`config.mk`:
```
export PLATFORM = sky130hd
export DESIGN_NAME = wb_commit_unit
export DESIGN_NICKNAME = d
export VERILOG_FILES = /design/src/rtl/wb_commit_unit.sv
export SDC_FILE = /design/constraint.sdc
export NUM_CORES = 1
export LEC_CHECK = 0
export BUFFER_PORTS_ARGS = -buffer_cell sky130_fd_sc_hd__buf_2
export CELL_PAD_IN_SITES_DETAIL_PLACEMENT = 1
export CELL_PAD_IN_SITES_GLOBAL_PLACEMENT = 1
export CORE_MARGIN = 4
export CORE_UTILIZATION = 36
export DETAILED_ROUTE_END_ITERATION = 16
export PLACE_DENSITY = 0.89
export SLEW_MARGIN = 20
export SYNTH_ARGS = -nofsm -noshare
export SYNTH_HDL_FRONTEND = slang
export SYNTH_SLANG_ARGS = --single-unit
export TNS_END_PERCENT = 20
```
`constraint.sdc`:
```
create_clock -name clock -period 2.8 [get_ports clock]
set_input_delay 0.56 -clock clock [delete_from_list [all_inputs] [get_ports clock]]
set_output_delay 0.56 -clock clock [all_outputs]
set_load 0.1 [all_outputs]
```
`src/rtl/wb_commit_unit.sv`:
```
// wb_commit_unit: writeback arbitration, load formatting and busy scoreboard
module wb_commit_unit #(
  parameter int XLEN = 64,
  parameter int NREG = 32
) (
  input  logic                    clock,
  input  logic                    reset,
  input  logic                    issue_valid,
  input  logic [$clog2(NREG)-1:0] issue_rd,
  input  logic                    exu_valid,
  output logic                    exu_ready,
  input  logic [$clog2(NREG)-1:0] exu_rd,
  input  logic [XLEN-1:0]         exu_data,
  input  logic                    lsu_valid,
  output logic                    lsu_ready,
  input  logic [$clog2(NREG)-1:0] lsu_rd,
  input  logic [XLEN-1:0]         lsu_data,
  input  logic [1:0]              lsu_size,
  input  logic                    lsu_signed,
  input  logic [$clog2(NREG)-1:0] rs1Addr,
  input  logic [$clog2(NREG)-1:0] rs2Addr,
  output logic                    rs1_busy,
  output logic                    rs2_busy,
  output logic [XLEN-1:0]         rdData,
  output logic                    regCtrl_wen,
  output logic [$clog2(NREG)-1:0] regCtrl_rdAddr,
  output logic                    valid
);
  logic                    last_lsu;
  logic [NREG-1:0]         busy;
  logic [NREG-1:0]         set_mask;
  logic [NREG-1:0]         clr_mask;
  logic                    grant;
  logic                    ext;
  logic [XLEN-1:0]         ld_fmt;
  logic [$clog2(NREG)-1:0] g_rd;
  logic [XLEN-1:0]         g_data;
  always_comb begin
    lsu_ready = !reset && lsu_valid && (!exu_valid || !last_lsu);
    exu_ready = !reset && exu_valid && (!lsu_valid || last_lsu);
    grant     = lsu_ready || exu_ready;
    ext       = lsu_signed && (lsu_size == 2'd0 ? lsu_data[7] :
                               lsu_size == 2'd1 ? lsu_data[15] : lsu_data[31]);
    ld_fmt    = lsu_size == 2'd3 ? lsu_data :
                lsu_size == 2'd2 ? {{(XLEN-32){ext}}, lsu_data[31:0]} :
                lsu_size == 2'd1 ? {{(XLEN-16){ext}}, lsu_data[15:0]} :
                                   {{(XLEN-8){ext}}, lsu_data[7:0]};
    g_rd      = lsu_ready ? lsu_rd : exu_rd;
    g_data    = lsu_ready ? ld_fmt : exu_data;
    set_mask  = (issue_valid && issue_rd != '0) ? NREG'(1) << issue_rd : '0;
    clr_mask  = (valid && regCtrl_wen) ? NREG'(1) << regCtrl_rdAddr : '0;
    rs1_busy  = busy[rs1Addr];
    rs2_busy  = busy[rs2Addr];
  end
  always_ff @(posedge clock) begin
    if (reset) begin
      valid          <= 1'b0;
      regCtrl_wen    <= 1'b0;
      regCtrl_rdAddr <= '0;
      rdData         <= '0;
      last_lsu       <= 1'b0;
      busy           <= '0;
    end else begin
      valid       <= grant;
      regCtrl_wen <= grant && g_rd != '0;
      if (grant) begin
        regCtrl_rdAddr <= g_rd;
        rdData         <= g_data;
      end
      if (exu_valid && lsu_valid)
        last_lsu <= lsu_ready;
      busy <= ((busy & ~clr_mask) | set_mask) & ~NREG'(1);
    end
  end
endmodule

```
### Word level (Yosys, flattened, before mapping)

Index checks and enable logic that the tools add are counted.

| word-level totals | value |
|---|---|
| register bits after elaboration | 104 |
| output and inout port bits | 75 |
| word-level logic and storage cells | 49 |

| cells by class | value |
|---|---|
| $lt $le $gt $ge | 2 |
| mux-type cells | 13 |
| shifts and indexed selects | 2 |
| reductions and logical operators | 19 |
| equal/unequal tests | 3 |
| bitwise logic cells | 3 |

Operator list:

| operator | count |
|---|---|
| 64-bit 2-to-1 mux | 2 |
| 32-bit 2-to-1 mux | 3 |
| 1-bit by 5-bit << shifter with 32-bit output, first input constant | 2 |
| 32-bit bitwise AND | 1 |
| 32-bit inverter | 1 |
| 32-bit OR | 1 |
| 16-bit 2-to-1 mux | 1 |
| 5-bit by 6-bit less-than comparator with 1-bit output, second input constant | 2 |
| 1-bit binary-select mux with 5-bit select | 2 |
| 5-bit nonzero test | 2 |
| 1-bit logical AND | 9 |
| 5-bit 2-to-1 mux | 1 |
| 2-bit == test, second input constant | 2 |
| 1-bit logical NOT | 4 |
| 1-bit 2-to-1 mux | 4 |
| 1-bit logical OR | 3 |
| 2-bit by 1-bit == test with 1-bit output, second input constant | 1 |
| 2-bit logical NOT | 1 |

### Logic depth before layout (Yosys ltp)

| depth | value |
|---|---|
| depth after elaboration | 8 |
| depth in mapped cells | 7 |

### Worst setup path after synthesis

OpenSTA, ideal clock, no wires.

| timing path | value |
|---|---|
| kind | input to output |
| start point | input port rs1Addr[0] |
| end point | output port rs1_busy |
| arrival time | 2.506 ns |
| slack | -0.266 ns |
| buffers on the path | 1 |
| stages | 5 |
| cell sequence | clkbuf_1 > mux4_2 > nand2b_1 > o211ai_1 > nand4_1 |

| between the ends | value |
|---|---|
| word-level cells in the longest chain between the ends | 2 |

Ends and longest elaborated chain:

| element | RTL line | source |
|---|---|---|
| start, declared | 20 | `input logic [$clog2(NREG)-1:0] rs1Addr,` |
| 1-bit binary-select mux with 5-bit select | 52 | `rs1_busy = busy[rs1Addr];` |
| 1-bit 2-to-1 mux (implied by the code) | 52 |  |
| end, declared | 22 | `output logic rs1_busy,` |

Every way passes these cells. The select of a mux whose other input is x is not followed.

### Worst setup path in the final report

| timing path | value |
|---|---|
| start point | input port rs2Addr[0] |
| end point | output port rs2_busy |

| between the ends | value |
|---|---|
| word-level cells in the longest chain between the ends | 2 |

Ends and longest elaborated chain:

| element | RTL line | source |
|---|---|---|
| start, declared | 21 | `input logic [$clog2(NREG)-1:0] rs2Addr,` |
| 1-bit binary-select mux with 5-bit select | 53 | `rs2_busy = busy[rs2Addr];` |
| 1-bit 2-to-1 mux (implied by the code) | 53 |  |
| end, declared | 23 | `output logic rs2_busy,` |

Every way passes these cells. The select of a mux whose other input is x is not followed.

==> results.md <==
* Resized cells post-CTS at 0
* Global-route wire length before repair at about 31000 um
* Signal arrival time at the worst endpoint at 1960 ps
* Post-CTS Hold Fix Bufs at 0
* Hold WS at about 450 ps
* Floorplan die height at 130 um
* Number of routed nets with antenna violations at 0
* Syn. warnings at 0
* Final critical-path setup slack at between 200 and 300 ps
* Pwr/cell area at 613 nW/um2
* Launch point of the worst path: rs2Addr[0]
* Class of the worst hold path: input port to flop
* Total wirelength of the detailed-routed design at 20200 um
* GRT overflow at 0
* Overall global routing resource usage at 0.238
* Vias per cell at 5.65
* Largest net degree at the start of global routing at 52
* Number of global-route vias before repair at 5840
* Maximum vdd drop at just over 0.3 mV
* Final worst path period need at 2520 ps
* Worst-skew pair later-pin latency at 360 ps
* Number of buffers inserted to repair setup after CTS at 0
* Met2 Resource Use GR at 0.419
* Count of H-tree levels built during CTS at 3
* FF+latch count, synth at 103
* Required time of the worst setup path at 2240 ps
* Area of the core region at approximately 15000 um2
* Status: finished, final reports clean
* Setup violators final at 0
* Utilization of the core after routing at 0.477
* Initial drt markers at 223
* Maximum achievable frequency at 0.397 GHz
* Filler cells at 1761
* Clock Path Buffers at 2
* Post-DP HPWL at 15300 um
* Initial Util at 0.369
* Global-route track usage on met1 at 0.262
* Number of max-capacitance violations reported at 0
* Most common library cell in the layout ignoring fill and taps: sky130_fd_sc_hd__buf_2
* Clock-pin slew on the worst setup and hold paths at around 70 ps
* CTS tree: done
* Port-buffer cells at 235
* Total clock sinks at approximately 100
* Busiest grt layer: met2
* Critical Path End Type: primary output
* Number of antenna diodes at 0
* Final Slew Violations at 0
* Async set-reset flop share out of synthesis at 0
* Share of the yosys chip area belonging to registers at 0.383
* Fin Setup TNS at 0 ps
* IO Pins at 236
* Final critical-path share of the clock period at 0.899
* Total Power Consumption at approximately 4.3 mW
* Routability-driven placement congestion ratio at 0.830
* Syn Inst Count at roughly 600
* Synth-to-Final Area Change at 29.4%
* Cell leakage power at 2.92 nW
* Worst setup path category: input port to primary output
* Overall die width at about 130 um
* Most used flip-flop cell after synthesis: sky130_fd_sc_hd__dfxtp_1
* Startpoint of the tightest hold check path: lsu_data[53]
* Number of hold violations in the final report at 0
* Die Area at 17000 um2
* Met3 Resource Use GR at 0.0606
* Number of antenna violations at the first check in global routing at 3
* Worst max-slew margin expressed relative to the limit at 0.491
* Commonest non-fill, non-tap cells in the layout: sky130_fd_sc_hd__buf_2 (232), sky130_fd_sc_hd__nand2_1 (120), sky130_fd_sc_hd__dfxtp_1 (103)
* Number of distinct library cell variants in the gate-level netlist after synthesis at 46
* EDFF count, synth at 0
* Total number of vias at 5551
* Critical path startpoint category: input port
* FP Rows at 44
* Setup repair after global routing missed its margin: false
* Nets in the synthesized netlist at 750
* Routed WL per cell at 20.5 um
* Highest fanout seen on the critical path at 7
* Number of DRC violations after detailed routing at 0
* Pre-antenna DRT Iters at 4
* Mean area per synthesized cell at between 9 and 10 um2
* Setup slack at placement at 278 ps
* Clock Skew at 10.5 ps
* Clock root buffer: sky130_fd_sc_hd__clkbuf_16
* Clock buffer count from CTS at 9
* Final #Nets at 955
* Worst R2R Start: last_lsu
* Measured slew at the worst slew-check pin at 763 ps
* Cell area after technology mapping at around 5400 um2
* Ratio of cells with drive above 1 in the final layout at 0.382
sequential cells by signal, indices dropped and copies added (netlist names):
name and cells:
regCtrl_rdAddr 5, busy 31, regCtrl_wen 1, last_lsu 1, valid 1, rdData 64
where the power goes:
group | switching [mW] | leakage (nW) | internal (mW)
registers | 0.0603 | 0.846 | 1.56
logic | 1.02 | 1.93 | 0.318
clock network | 0.597 | 0.146 | 0.720
final cells by class:
class	instances	area (um2)	share of cell area
clock buffer	11	243	0.0349
clock inverter	5	56.3	0.00809
inverter	6	22.5	0.00323
multi-input combinational	429	3050	0.438
sequential	103	2060	0.296
tap	184	230	0.0331
timing repair buffer	245	1300	0.186
layer usage:
metal,vias up,wire [um]
li1,2588,-
met1,2697,7600
met2,199,10200
met3,61,1310
met4,6,1060
met5,-,54
path summary, 6_finish.rpt:
check | end | slack, ps | cells after the start
max reg2reg | rdData[55] | 890 | 6
min | rdData[53] | 450 | 3
min reg2reg | busy[21] | 500 | 2
max | rs2_busy | 280 | 6
Yosys cell counts (4+ instances only):
master | n | area, um2
sky130_fd_sc_hd__nand2_1 | 120 | 450
sky130_fd_sc_hd__buf_4 | 9 | 67.6
sky130_fd_sc_hd__mux2i_1 | 76 | 761
sky130_fd_sc_hd__dfxtp_1 | 103 | 2060
sky130_fd_sc_hd__nor2b_1 | 5 | 31.3
sky130_fd_sc_hd__nand3b_1 | 4 | 30.0
sky130_fd_sc_hd__a311oi_1 | 12 | 105
sky130_fd_sc_hd__buf_2 | 8 | 40.0
sky130_fd_sc_hd__inv_1 | 4 | 15.0
sky130_fd_sc_hd__clkbuf_1 | 30 | 113
sky130_fd_sc_hd__nor2_1 | 23 | 86.3
sky130_fd_sc_hd__o21ai_0 | 31 | 155
sky130_fd_sc_hd__a21oi_1 | 37 | 185
sky130_fd_sc_hd__a22oi_1 | 4 | 30.0
sky130_fd_sc_hd__a221oi_2 | 26 | 390
sky130_fd_sc_hd__nand2b_1 | 5 | 31.3
sky130_fd_sc_hd__nand3_1 | 10 | 50.1
sky130_fd_sc_hd__nor3b_1 | 4 | 30.0
sky130_fd_sc_hd__a221oi_1 | 30 | 263
sky130_fd_sc_hd__mux4_2 | 6 | 135
stage by stage:
step / cell area, um2 / std cells
floorplan: 5440 / 589
global placement: 6660 / 967
global route: 6960 / 983
finish: 6960 / 983
detailed placement: 6660 / 967
CTS: 6960 / 983
critical path, stage by stage:
cell	delay (ps)
sky130_fd_sc_hd__buf_2	190
sky130_fd_sc_hd__mux4_2	530
sky130_fd_sc_hd__nand2b_4	150
sky130_fd_sc_hd__o211ai_1	110
sky130_fd_sc_hd__nand4_1	110
sky130_fd_sc_hd__buf_2	300
logic make-up after synthesis:
logic type                after synthesis  synth area share
and+or+nand+nor                       191             0.160
AOI/OAI and AO/OA                     155             0.237
DFF                                   103             0.383
muxes                                  82             0.167
buffers and inverters                  57            0.0521
xor gates and xnor gates                1           0.00163
No activity file was read; power rests on OpenSTA's default activity.
